**src/rtl/index_collector.sv**
```systemverilog
// Collects a frame of bit indices (one per valid/ready beat) into a bitmap and
// publishes it with a population count and duplicate/out-of-range flags.
module index_collector #(
  parameter int unsigned OWIDTH = 16,
  parameter int unsigned IWIDTH = $clog2(OWIDTH),
  parameter int unsigned CWIDTH = $clog2(OWIDTH) + 1
) (
  input  logic              clk,
  input  logic              rst_n,
  input  logic              clr,
  input  logic              in_vld,
  output logic              in_rdy,
  input  logic [IWIDTH-1:0] in_idx,
  input  logic              in_last,
  output logic              out_vld,
  input  logic              out_rdy,
  output logic [OWIDTH-1:0] out_map,
  output logic [CWIDTH-1:0] out_cnt,
  output logic              out_dup,
  output logic              out_oor
);

  typedef enum logic {EMPTY = 1'b0, FULL = 1'b1} state_e;

  state_e              state_q, state_d;
  logic [OWIDTH-1:0]   acc_map_q, acc_map_d;
  logic [CWIDTH-1:0]   acc_cnt_q, acc_cnt_d;
  logic                acc_dup_q, acc_dup_d;
  logic                acc_oor_q, acc_oor_d;
  logic [OWIDTH-1:0]   out_map_q, out_map_d;
  logic [CWIDTH-1:0]   out_cnt_q, out_cnt_d;
  logic                out_dup_q, out_dup_d;
  logic                out_oor_q, out_oor_d;

  logic [OWIDTH-1:0]   nxt_map_c;
  logic [CWIDTH-1:0]   nxt_cnt_c;
  logic                nxt_dup_c;
  logic                nxt_oor_c;
  logic [OWIDTH-1:0]   idx_oh_c;
  logic                idx_oor_c;
  logic                in_fire_c;
  logic                last_fire_c;
  logic                out_fire_c;

  // An index can only fall outside the bitmap when OWIDTH is not a power of two.
  if (OWIDTH == (32'd1 << IWIDTH)) begin : g_pow2
    assign idx_oor_c = 1'b0;
  end else begin : g_npow2
    assign idx_oor_c = (32'(in_idx) >= OWIDTH);
  end

  assign idx_oh_c    = OWIDTH'(1) << in_idx;
  assign out_vld     = (state_q == FULL);
  assign in_rdy      = rst_n & ~clr & ~(out_vld & ~out_rdy);
  assign in_fire_c   = in_vld & in_rdy;
  assign last_fire_c = in_fire_c & in_last;
  assign out_fire_c  = out_vld & out_rdy;

  assign out_map = out_map_q;
  assign out_cnt = out_cnt_q;
  assign out_dup = out_dup_q;
  assign out_oor = out_oor_q;

  // Accumulator update, frame publication and output state.
  always_comb begin
    nxt_map_c = acc_map_q;
    nxt_cnt_c = acc_cnt_q;
    nxt_dup_c = acc_dup_q;
    nxt_oor_c = acc_oor_q;
    state_d   = state_q;
    out_map_d = out_map_q;
    out_cnt_d = out_cnt_q;
    out_dup_d = out_dup_q;
    out_oor_d = out_oor_q;

    if (in_fire_c) begin
      if (idx_oor_c) begin
        nxt_oor_c = 1'b1;
      end else if (|(acc_map_q & idx_oh_c)) begin
        nxt_dup_c = 1'b1;
      end else begin
        nxt_map_c = acc_map_q | idx_oh_c;
        nxt_cnt_c = acc_cnt_q + CWIDTH'(1);
      end
    end

    acc_map_d = nxt_map_c;
    acc_cnt_d = nxt_cnt_c;
    acc_dup_d = nxt_dup_c;
    acc_oor_d = nxt_oor_c;
    if (clr || last_fire_c) begin
      acc_map_d = '0;
      acc_cnt_d = '0;
      acc_dup_d = 1'b0;
      acc_oor_d = 1'b0;
    end

    // A new result takes priority over retiring the old one.
    if (last_fire_c) begin
      state_d   = FULL;
      out_map_d = nxt_map_c;
      out_cnt_d = nxt_cnt_c;
      out_dup_d = nxt_dup_c;
      out_oor_d = nxt_oor_c;
    end else if (out_fire_c) begin
      state_d = EMPTY;
    end
  end

  always_ff @(posedge clk or negedge rst_n) begin
    if (!rst_n) begin
      state_q   <= EMPTY;
      acc_map_q <= '0;
      acc_cnt_q <= '0;
      acc_dup_q <= 1'b0;
      acc_oor_q <= 1'b0;
      out_map_q <= '0;
      out_cnt_q <= '0;
      out_dup_q <= 1'b0;
      out_oor_q <= 1'b0;
    end else begin
      state_q   <= state_d;
      acc_map_q <= acc_map_d;
      acc_cnt_q <= acc_cnt_d;
      acc_dup_q <= acc_dup_d;
      acc_oor_q <= acc_oor_d;
      out_map_q <= out_map_d;
      out_cnt_q <= out_cnt_d;
      out_dup_q <= out_dup_d;
      out_oor_q <= out_oor_d;
    end
  end

endmodule

```
**config.mk**
```make
export PLATFORM = sky130hd
export DESIGN_NAME = index_collector
export DESIGN_NICKNAME = d
export VERILOG_FILES = /design/src/rtl/index_collector.sv
export SDC_FILE = /design/constraint.sdc
export NUM_CORES = 1
export LEC_CHECK = 0
export CORE_MARGIN = 2
export CORE_UTILIZATION = 25
export DETAILED_ROUTE_END_ITERATION = 16
export PLACE_DENSITY_LB_ADDON = 0.15
export REMOVE_ABC_BUFFERS = 1
export SYNTH_ARGS = -nofsm -noshare
export SYNTH_HDL_FRONTEND = slang
export SYNTH_SLANG_ARGS = --single-unit
```
**constraint.sdc**
```tcl
create_clock -name clk -period 1.6 [get_ports clk]
set_clock_uncertainty 0.1 [all_clocks]
set_input_delay 0.32 -clock clk [delete_from_list [all_inputs] [get_ports clk]]
set_output_delay 0.32 -clock clk [all_outputs]
set_load 0.005 [all_outputs]
```
# Yosys cells after proc, flatten, opt, wreduce, memory -nomap -nowiden

Cells that the tools add are included.

Add/subtract/negate cells: 1
Shifts and indexed selects: 1
Multiplexer cells: 11
Bitwise operators: 11
Reductions and logical operators: 3

Operator list:

| kind                   | number |
|---|---|
| $mux W16               | 3 |
| $and A16 B16 Y16       | 1 |
| $or A16 B16 Y16        | 1 |
| $reduce_or A16 Y1      | 1 |
| $shl A1 B4 Y16 const A | 1 |
| $mux W5                | 3 |
| $and A1 B1 Y1          | 6 |
| $add A5 B1 Y5 const B  | 1 |
| $mux W1                | 5 |
| $not A1 Y1             | 3 |
| $reduce_bool A2 Y1     | 1 |
| $logic_or A1 B1 Y1     | 1 |

Register bits: 45
Input port bits: 10
Output and inout bits: 25
Logic and storage cells: 34

# Logic depth before layout (Yosys ltp)

Gate-level depths: netlist of run 1.

Depth in word-level cells: 8
Depth in mapped cells: 8
Mapped depth without buffers: 5

# Least setup slack after synthesis of run 1

Ideal clock, no wire load.

Path type: input-to-reg
Start point: input port in_idx[3]
End point: register out_map_q[4], in the netlist out_map[4]
Setup time: 0.137 ns
Arrival time: 1.765 ns
Required time: 1.363 ns
Setup slack: -0.402 ns
Cell stages on the path: 8
Path buffers: 3
Cell sequence: buf_4 > and2b_4 > a221oi_1 > or4_1 > buf_2 > buf_6 > a41oi_2 > a21oi_1

Longest elaborated chain between the ends: 5
Elaborated cells between the ends (all ways): 6
Classes of those cells: 1 x shift; 2 x mux; 2 x bitwise; 1 x reduce/logical

Ends and longest elaborated chain:

| what                   | line | text |
|---|---|---|
| start: declaration     | 13   | `input logic [IWIDTH-1:0] in_idx,` |
| $shl A1 B4 Y16 (*)     | 52   | `assign idx_oh_c = OWIDTH'(1) << in_idx;` |
| $and A16 B16 Y16       | 79   | `end else if (\|(acc_map_q & idx_oh_c)) begin` |
| $reduce_or A16 Y1      | 79   |  |
| $mux W16 (*)           | 79   |  |
| $mux W16 (*)           | 76   | `if (in_fire_c) begin` |
| end signal: assignment | 127  | `out_map_q <= out_map_d;` |
| end: declaration       | 30   | `logic [OWIDTH-1:0] out_map_q, out_map_d;` |

Every way passes the cells marked *; elsewhere a longest branch is shown, timed or not.
A chain may end at the register's enable or synchronous reset.

# Final worst setup path of run 1

Start point: register acc_map_q[1]
End point: register out_cnt_q[4], in the netlist out_cnt[4]

Longest elaborated chain between the ends: 4

Ends and longest elaborated chain:

| what                     | line | text |
|---|---|---|
| start: declaration       | 26   | `logic [OWIDTH-1:0] acc_map_q, acc_map_d;` |
| start signal: assignment | 123  | `acc_map_q <= acc_map_d;` |
| $and A16 B16 Y16         | 79   |  |
| $reduce_or A16 Y1        | 79   |  |
| $mux W5                  | 79   |  |
| $mux W5                  | 76   |  |
| end signal: assignment   | 128  | `out_cnt_q <= out_cnt_d;` |
| end: declaration         | 31   | `logic [CWIDTH-1:0] out_cnt_q, out_cnt_d;` |

No other way between the ends.

==> results of run 1 <==
==> worst max-delay path: cells and delay by family, from the launching register on <==
kind	cells	cell delay, ns
AND/OR/NAND/NOR	2	0.57
AO/OA/AOI/OAI	2	0.46
flip-flops	1	0.45
buffers and inverters	1	0.16
==> state kept, by name (all words and copies together), names as in the netlist <==
name       cells
out_cnt        5
acc_cnt_q      5
out_dup        1
out_vld        1
acc_map_q     16
acc_dup_q      1
out_map       16
==> cells in the final DEF, fill, tap and decap left out, types with 2 or more instances in the layout <==
master	count
a21oi_1	8
a21oi_2	12
a221oi_4	5
a31o_1	2
a31oi_1	4
a41oi_2	3
a41oi_4	13
and2b_4	2
buf_12	5
buf_2	3
buf_4	59
buf_6	8
clkbuf_8	5
clkdlybuf4s50_1	4
dfrtp_1	43
dfrtp_2	2
dlygate4sd2_1	8
dlymetal6s2s_1	15
inv_1	2
mux2_4	2
mux2i_1	2
nand2_1	10
nand2_4	2
nand2b_1	4
nand2b_4	2
nand3_1	2
nand4_1	7
nor2_1	47
nor3_1	6
o21ai_1	2
o31ai_2	2
or2b_1	2
or3_1	3
or4_4	2
==> per-layer routing <==
layer / up-vias / wire length, µm
met4: 0 / 37
li1: 1016 / -
met5: - / 0
met3: 5 / 167
met1: 1024 / 2927
met2: 29 / 3230
==> kinds of logic (layout without fill, tap and decap cells) <==
kind of cell	Yosys count	after routing	synth area share [%]
other cells	1	1	0.1637
fa+ha+maj	1	1	0.5461
mux	4	4	1.857
buf+inv	21	114	5.134
compound gates	57	57	21.35
simple gates	101	101	21.79
flops	45	45	49.15
==> metrics by stage <==
stage / std cells / TNS, ns / area [µm²]
5_1_grt: 431 / -9.253 / 3822
6_report: 431 / -6.824 / 3822
2_1_floorplan: 211 / -25.03 / 2181
3_3_place_gp: 395 / -37.00 / 2977
3_5_place_dp: 395 / -38.57 / 2977
4_1_cts: 420 / -7.419 / 3525
==> worst paths after layout <==
check | slack (ns) | from | depth (start not counted) | to
worst max-delay path | -0.22 | acc_map_q[1] | 5 | out_cnt[4]
worst min-delay path | 0.005 | rst_n | 2 | out_cnt[3]
worst max register to register | -0.22 | acc_map_q[1] | 5 | out_cnt[4]
worst min register to register | 0.42 | out_map[9] | 2 | out_map[9]
max in group asynchronous | 0.96 | rst_n | 2 | acc_map_q[1]
min in group clk | 0.42 | out_map[9] | 2 | out_map[9]
==> power groups by stage <==
stage          clock network (mW)  registers (mW)  logic (mW)
2_1_floorplan                   0            1.34       0.206
4_1_cts                     0.922            1.31       0.741
3_3_place_gp                    0            1.33       0.613
6_report                    0.889            1.30       0.809
5_1_grt                     0.961            1.32       0.885
3_5_place_dp                    0            1.33       0.619
==> area by class of cell <==
type	instances	area share, %
clock buffers	5	1.800
clock inverters	3	1.211
inverters	2	0.1964
multi-input cells	164	38.30
flip-flops and latches	45	29.53
well taps	108	3.535
repair buffers	104	25.43
==> repair_timing <==
item | CTS | global route
endpoints found under the setup margin | 53 | 62
cloned | 2 | 0
pin swaps | 30 | 19
buffers inserted | 15 | 13
gates resized for setup | 77 | 51
==> results.md, run 1 <==
- Outcome: finished with violations
- Failing checks: negative setup slack
- Endpoint class of the critical path: flop
- GR Overflow Total: 0
- Switching Share: between 20 and 30%
- Power Density: 784.8 nW/µm²
- Vias per inst: 4.812
- CTS sink cnt: 45
- Setup ws final: -0.2193 ns
- CP max-delay cell: or4_4
- CP peak stage delay: around 0.51 ns
- Largest net degree at the start of global routing: 46
- Met1 usage: between 10% and 20%
- Worst Path Required: around 1.7 ns
- Hold crit path type: input pin to asynchronous set/reset pin
- Register area share after synthesis: between 40% and 50%
- Fraction of registers with async set/reset: 100.0%
- Final Cycle Share: 113.7%
- Synth unique cells: between 40 and 50
- Fmax: between 500 and 600 MHz
- Most common cell in the synthesized netlist: nor2_1
- Peak VDD IR: about 0.00038 V
- Max-cap violations: 0
- Antenna cells: 0
- Mapped Cells: between 200 and 250
- Slew Limit Fails: 0
- WL per Instance: about 15 µm
- Commonest cells post-synth: 48 x nor2_1, 45 x dfrtp_1, 20 x a21oi_1
- Final net count: about 330
- Setup violations, final: 45
- Hold Violations, Final: 0
- Hold bufs inserted after CTS: 0
- Area growth, synth to finish: 66.85%
- Sw Pwr: 0.8385 mW
- CTS root buffer: clkbuf_8
- CTS Buf Count: 5
- Routed Antenna Nets: 0
- Seq. cell area: 1129 µm²
- Core Footprint: approximately 8800 µm²
- Synth area leaders: dfrtp_1 49%, nor2_1 7.9%, a41oi_2 7.8%
- Seq pwr share: 43.4%
- Initial antenna violation count: 0
- Via count: 2074
- Layout cells sized above 1: a little over two fifths
- Clk Latency, worst-skew pair: roughly 0.3 ns
- Comb power frac: between 20% and 30%
- Num rows: 34
- Fillcell total: ~850
- Unrepaired setup endpoints after global routing: true
- DIE HEIGHT: roughly 100 µm
- Initial DRT Pass Iterations: 4
- Worst-path cell chain: a221oi_4 -> buf_4 -> nor4_4 -> or4_4 -> a31oi_1
- Io pins: 35
- Power, Total: between 2 and 3 mW
- Starting density of the core: between 20% and 30%
- Clock tree from TritonCTS: yes
- Final WL: roughly 6400 µm
- Clock network power share: a little under 30%
- Least-Margin Pin Slew: just under 0.6 ns
- Largest fanout on the critical path: 7
- Top_reg_cell synth: dfrtp_1
- First-pass GRT wire length: approximately 11000 µm
- Relative slew slack: 60.28%
- P_leak: around 1.8 nW
- Global routing's busiest layer: met2
- Final core utilization: around 43%
- Iteration-0 DRC Markers: 48
- Worst-path clk slew: about 0.09 ns
- Post-synth top area share: between 40% and 50%
- Synth warn: 0
- Vias in the first global route: around 2.2k
- Syn avg cell area: ~10 µm²
- Type of element launching the critical path: flop
- Clk buf depth: 2
- EDFF count, synth: 0
- Die Area: 9945 µm²
- Yosys reg bits: 45
- I/O Buffers: 33
- Met3 GRT Util: 3.022%
- Routability cong.: around 0.80
- HPWL Detailed: 4162 µm
- Internal Power: about 2.2 mW
- Number of remaining DRC errors: 0
- Pre-CTS WS: -0.9659 ns
- Mapped Area: between 2000 and 2500 µm²
- CP Data Arrival Time: ~1.9 ns
- Die W: about 100 µm
- Worst hold slack: ~0.0052 ns
- Critical path class: flop to flop
- CTS H-tree depth: 2
- Fin crit period: around 1.8 ns
- Area leader, netlist: dfrtp_1
- Grt met2 use: between 20% and 30%
- GRT Total Usage: 13.19%
- Area of the multi-input gates: between 1000 and 1500 µm²
(Power assumes the default switching activity.)
==> run 2: changes to the inputs <==
--- a/config.mk
+++ b/config.mk
@@ -5,6 +5,9 @@
 export SDC_FILE = /design/constraint.sdc
 export NUM_CORES = 1
 export LEC_CHECK = 0
+export CAP_MARGIN = 20
+export CELL_PAD_IN_SITES_DETAIL_PLACEMENT = 1
+export CELL_PAD_IN_SITES_GLOBAL_PLACEMENT = 1
 export CORE_MARGIN = 2
 export CORE_UTILIZATION = 25
 export DETAILED_ROUTE_END_ITERATION = 16
==> run 2 against run 1 <==
Against the previous run: the run still ends with negative setup slack left; count of clock-buffer cells in the layout is 1 higher; clock power fell by 19%; sequential power hardly changed; register-to-register slack lost 0.03 ns; critical path depth unchanged; final cell count decreased by 2.8%; combinational power is essentially flat; hold slack improved by 0.0081 ns; via count is 1.5% higher; die area did not move; sequential cell count did not move; critical path type unchanged; largest power group unchanged.
==> results.md, run 2 (same netlist as run 1, synthesis figures left out) <==
- P_leak: ~1.8 nW
- WL per Instance: between 15 and 20 µm
- DP Area: 3044 µm²
- Die W: 99.73 µm
- CP Data Arrival Time: between 1.5 and 2 ns
- Failing checks: negative setup slack
- Placed Cells: 399
- Most frequent cells in the layout: 47 x nor2_1, 43 x dfrtp_1, 42 x buf_4
- Hold crit path type: input pin to asynchronous set/reset pin
- Unrepaired setup endpoints after global routing: true
- CTS Buf Count: 5
- HPWL Detailed: between 4000 and 5000 µm
- Layout cells sized above 1: between 40% and 50%
- Routed Antenna Nets: 0
- First-pass GRT wire length: ~11000 µm
- Area growth, synth to finish: 67.07%
- Iteration-0 DRC Markers: 32
- Via count: roughly 2.1k
- Fmax: about 540 MHz
- Clk Latency, worst-skew pair: about 0.3 ns
- Worst-path cell chain: a221oi_4 -> buf_4 -> nor4_4 -> or4_4 -> a31oi_1
- Critical path class: flop to flop
- Relative slew slack: between 60% and 70%
- Final WL: approximately 7000 µm
- Largest net degree at the start of global routing: 46
- Initial antenna violation count: 0
- CTS sink cnt: between 40 and 50
- CP peak stage delay: around 0.49 ns
- Outcome: finished with violations
- Least-Margin Pin Slew: 0.5962 ns
- CTS root buffer: clkbuf_8
- Worst Path Required: about 1.7 ns
- Worst-path clk slew: approximately 0.09 ns
- CTS H-tree depth: 2
- Type of element launching the critical path: flop
- Number of remaining DRC errors: 0
- Io pins: 35
- Fin crit period: 1.851 ns
- Max-cap violations: 0
- Routability cong.: 0.9019
- Endpoint class of the critical path: flop
- Commonest non-fill, non-tap cell in the layout: nor2_1
- Antenna cells: 0
- Die Area: just under 10000 µm²
- Peak VDD IR: roughly 0.00036 V
- GR Overflow Total: 0
- Hold Violations, Final: 0
- Pre-CTS WS: -1.051 ns
- GRT Total Usage: between 10 and 15%
- Slew Limit Fails: 0
- Setup violations, final: 43
- Clk buf depth: 2
- Clock tree from TritonCTS: yes
- Vias in the first global route: between 2k and 2.5k
- Vias per inst: 5.026
- Setup ws final: -0.2507 ns
- Hold bufs inserted after CTS: 0
- Initial DRT Pass Iterations: 4
- Final Non-Filler Cells: ~420
- DIE HEIGHT: 99.73 µm
- Setup TNS: -8.277 ns
- Largest fanout on the critical path: 5
- CP max-delay cell: or4_4
- Design Area, Final: around 3800 µm²
- Power Density: 739.2 nW/µm²
- Final Cycle Share: 115.7%
- Final net count: 321
- I/O Buffers: 33
- Starting density of the core: about a quarter
- Num rows: 34
- Final core utilization: between 40% and 50%
- Core Footprint: just under 9000 µm²
[run 2: changes by cell type in the layout (fill, tap and decap cells not counted), sizes merged]
cell           before  now
clkbuf              5    8
clkdlybuf4s15       1    0
clkinv              1    2
clkinvlp            1    0
bufinv              1    0
buf                76   63
dlygate4sd2         8    4
clkdlybuf4s50       4    3
dlymetal6s2s       15   20
[run 2: repair_timing]
item	CTS	global route
setup endpoints to repair	46	65
buffers inserted	2	9
gates cloned	2	1
resized for setup	67	69
pin swaps	40	16
[run 2: area by class of cell]
| type | count | area [µm²] |
|---|---|---|
| Fill cell | 945 | 4979 |
| Sequential cell | 45 | 1129 |
| Clock buffer | 6 | 72.57 |
| Timing Repair Buffer | 92 | 954.7 |
| Clock inverter | 2 | 10.01 |
| Multi-Input combinational cell | 164 | 1519 |
| Tap cell | 108 | 135.1 |
| Inverter | 2 | 7.507 |
[run 2: where the power goes]
part	switching, mW	leakage [nW]	internal, mW
Combinational	0.374	1.15	0.433
Sequential	0.0547	0.583	1.25
Clock	0.417	0.0450	0.304
Total	0.845	1.78	1.98
[run 2: path summary, 6_finish.rpt]
kind | slack (ns) | cells past startpoint | to | start
min in group clk | 0.38 | 1 | out_dup | out_dup
max reg2reg | -0.25 | 5 | out_cnt[4] | acc_map_q[1]
min | 0.01 | 2 | out_cnt[3] | rst_n
max in group asynchronous | 0.95 | 2 | acc_map_q[1] | rst_n
min reg2reg | 0.38 | 1 | out_dup | out_dup
max | -0.25 | 5 | out_cnt[4] | acc_map_q[1]
[run 2: layer usage]
layer  up-vias  track usage (%)  wire length (µm)
met1      1063            17.72              3244
met2        35            25.99              3518
met4         0            3.372               153
li1        995                -                 -
met3        13            2.670               186
met5         -                0                 0
[run 2: stage by stage]
| step | hold slack (ns) | total power, mW |
|---|---|---|
| 2_1_floorplan | -0.07559 | 1.543 |
| 3_3_place_gp | 0.3638 | 1.955 |
| 3_5_place_dp | 0.3711 | 1.965 |
| 4_1_cts | 0.04239 | 2.764 |
| 5_1_grt | 0.06003 | 2.991 |
| 6_report | 0.01332 | 2.829 |
[run 2: critical path: cells and delay by family, from the launching register on]
family	cells	cell delay, ns
simple gates	2	0.54
compound gates	2	0.50
flops	1	0.46
buf+inv	1	0.17
==> variant: new RTL, config.mk and constraints of run 1 <==
The parameter `OWIDTH` goes from 16 to 64.
--- a/src/rtl/index_collector.sv
+++ b/src/rtl/index_collector.sv
@@ -1,7 +1,7 @@
 // Collects a frame of bit indices (one per valid/ready beat) into a bitmap and
 // publishes it with a population count and duplicate/out-of-range flags.
 module index_collector #(
-  parameter int unsigned OWIDTH = 16,
+  parameter int unsigned OWIDTH = 64,
   parameter int unsigned IWIDTH = $clog2(OWIDTH),
   parameter int unsigned CWIDTH = $clog2(OWIDTH) + 1
 ) (
Interface: changed (resized in_idx, out_cnt and out_map); port bits go from 35 to 87. No check against the original RTL was run, so the function may have changed too.
==> variant against run 1 <==
The flow still finishes with violations (negative setup slack). Setup slack worse by 0.76 ns. Power grew to 3.3 times the old value. Fmax is 29% lower. Non-clock buffer count is 224 higher. Routed wire length grew to 4.2 times the old value. Combinational power is 92% higher. Synthesized area grew to 3.0 times the old value. Sequential cell count is 100 higher. Sequential share of layout area is 1.4 points higher. Final area grew to 3.1 times the old value. Critical path type unchanged.
==> variant: results (changes against run 1) <==
| Metric | Value |
|---|---|
| Post-detail-place hpwl | `16.7 mm (was 4.16 mm)` |
| Seq/Total Area, Yosys | `0.535 (was 0.492)` |
| Mean Syn Cell Area | `9.61 sq um (was 9.96 sq um)` |
| Initial antenna violation count | `0 (unchanged)` |
| Worst path setup slack after routing | `-0.979 ns (was -0.219 ns)` |
| Top cells by area, synth | `dfrtp_1, o21ai_0, mux2i_1 (was dfrtp_1, nor2_1, a41oi_2)` |
| Cts bufs inserted | `17 (was 5)` |
| Number of vias per cell | `4.89 (was 4.81)` |
| Fraction of layout cells with a size suffix above 1 | `0.469 (was 0.440)` |
| VDD IR max | `0.561 mV (was 0.383 mV)` |
| Starting DRT DRC Count | `458 (was 48)` |
| Port Buf Inserts | `85 (was 33)` |
| Detailed Route WL | `26.6 mm (was 6.36 mm)` |
| First-pass GRT wire length | `40.6 mm (was 10.7 mm)` |
| Peak fanout along the critical path | `7 (unchanged)` |
| Worst R2R Path Depth | `8 (was 5)` |
| Total track usage | `0.186 (was 0.132)` |
| Largest net degree at the start of global routing | `145 (was 46)` |
| Clk buf depth | `2 (unchanged)` |
| Nets | `1,011 (was 333)` |
| Synth Warn # | `0 (unchanged)` |
| CTS clk-pin slew, worst paths | `0.06 ns (was 0.09 ns)` |
| Failing checks | `negative setup slack (unchanged)` |
| Dpl cells | `1,263 (was 395)` |
| Reg-to-Reg Start | `acc_map_q[29] (was acc_map_q[1])` |
| Antenna Cells | `0 (unchanged)` |
| Pre-antenna DRT Iters | `4 (unchanged)` |
| Comb pwr share | `0.158 (was 0.270)` |
| Worst path slowest cell | `or4_4 (unchanged)` |
| Gp weighted congestion | `0.822 (was 0.800)` |
| Root buf cell | `clkbuf_16 (was clkbuf_8)` |
| Number of global-route vias before repair | `6,823 (was 2,202)` |
| Synth async-reset ratio | `1.00 (unchanged)` |
| Slew margin rel. | `0.437 (was 0.603)` |
| Post-synth top flop | `dfrtp_1 (unchanged)` |
| Post-synth cell types | `59 (was 41)` |
| Status | `complete, but fails checks (unchanged)` |
| H-Tree Depth | `4 (was 2)` |
| Pwr Density | `842 nW/um^2 (was 785 nW/um^2)` |
| Commonest cells in the netlist | `dfrtp_1, nand2_1, o21ai_0 (was nor2_1, dfrtp_1, a21oi_1)` |
| Finish-stage setup viols | `145 (was 45)` |
| Arrival time at the worst endpoint | `2.84 ns (was 1.94 ns)` |
| Leak | `5.58 nW (was 1.77 nW)` |
| Non-filler cells, final | `1,352 (was 431)` |
| Min-Delay Path Class | `in2async (unchanged)` |
| Clock power share | `0.438 (was 0.297)` |
| Internal power | `7.33 mW (was 2.16 mW)` |
| R2r endpoint | `out_cnt[4] (unchanged)` |
| Max incr delay on CP | `0.58 ns (was 0.51 ns)` |
| Clock Latency Late Sink | `0.44 ns (was 0.30 ns)` |
==> variant: cell types whose count changed in the layout (fill, tap and decap cells not counted), sizes merged, moves of 34 or more <==
cell,run 1,this run
o21ai,3,94
mux2i,2,41
buf,76,240
dfrtp,45,145
o22ai,0,34
nand2,12,98
dlygate4sd2,8,72
==> variant: worst max-delay path: cells and delay by family (launching register included) <==
family | cells | cell delay, ns
flip-flops | 1 | 0.38
AO/OA/AOI/OAI | 3 | 0.45
multiplexers | 1 | 0.18
buffers and inverters | 1 | 0.16
AND/OR/NAND/NOR | 3 | 1.22
==> variant: logic make-up (layout without fill, tap and decap cells) <==
family	count (synthesis)	in the layout	share of synthesized area
DFF	145	145	0.535
buffers and inverters	60	365	0.0467
adders and majority gates	1	1	0.00184
muxes	44	44	0.0660
and+or+nand+nor	266	266	0.185
other	1	1	0.000553
AOI/OAI and AO/OA	189	189	0.165
==> variant: worst max-delay path by stage <==
stage                  start       endpoint  slack (ns)  cells after the start
2_1_floorplan        out_vld  acc_map_q[27]       -3.32                      6
4_1_cts        acc_map_q[29]     out_cnt[6]       -0.98                      8
3_5_place_dp       in_idx[0]  acc_map_q[27]       -1.76                     11
3_3_place_gp       in_idx[0]  acc_map_q[31]       -1.77                     10
5_1_grt        acc_map_q[29]     out_cnt[4]       -1.07                      8
6_report       acc_map_q[29]     out_cnt[4]       -0.98                      8
==> variant: timing repair <==
item / in CTS / in global routing
pin swaps: 55 / 50
buffers inserted: 40 / 13
gates resized for setup: 233 / 223
endpoints found under the hold margin: 1 / 0
hold buffers: 1 / 0
setup endpoints to repair: 219 / 146
gates cloned: 7 / 4
==> variant: metrics by stage <==
| stage | area [sq um] | hold slack (ns) | worst slack, ns | setup TNS [ns] |
|---|---|---|---|---|
| 2_1_floorplan | 6490 | -0.0756 | -3.32 | -298.48 |
| 3_3_place_gp | 9340 | 0.106 | -1.77 | -235.09 |
| 3_5_place_dp | 9340 | 0.105 | -1.76 | -234.40 |
| 4_1_cts | 10900 | 0.214 | -0.975 | -111.73 |
| 5_1_grt | 11700 | 0.232 | -1.07 | -126.38 |
| 6_report | 11700 | 0.216 | -0.979 | -115.09 |
==> variant: per-layer routing <==
layer	wire, microns	GRT usage	part of all wire	vias to the layer above
li1	-	-	-	3141
met1	12400	0.261	0.47	3324
met2	12700	0.294	0.48	123
met3	946	0.0262	0.036	29
met4	465	0.0630	0.017	0
met5	0	0	0	-
==> variant: layout make-up <==
type                            instances  area (sq um)
Fill cell                            2586         15100
Multi-Input combinational cell        501          3900
Sequential cell                       145          3630
Timing Repair Buffer                  328          3130
Clock buffer                           19           443
Tap cell                              341           427
Clock inverter                         13           185
Inverter                                5          18.8
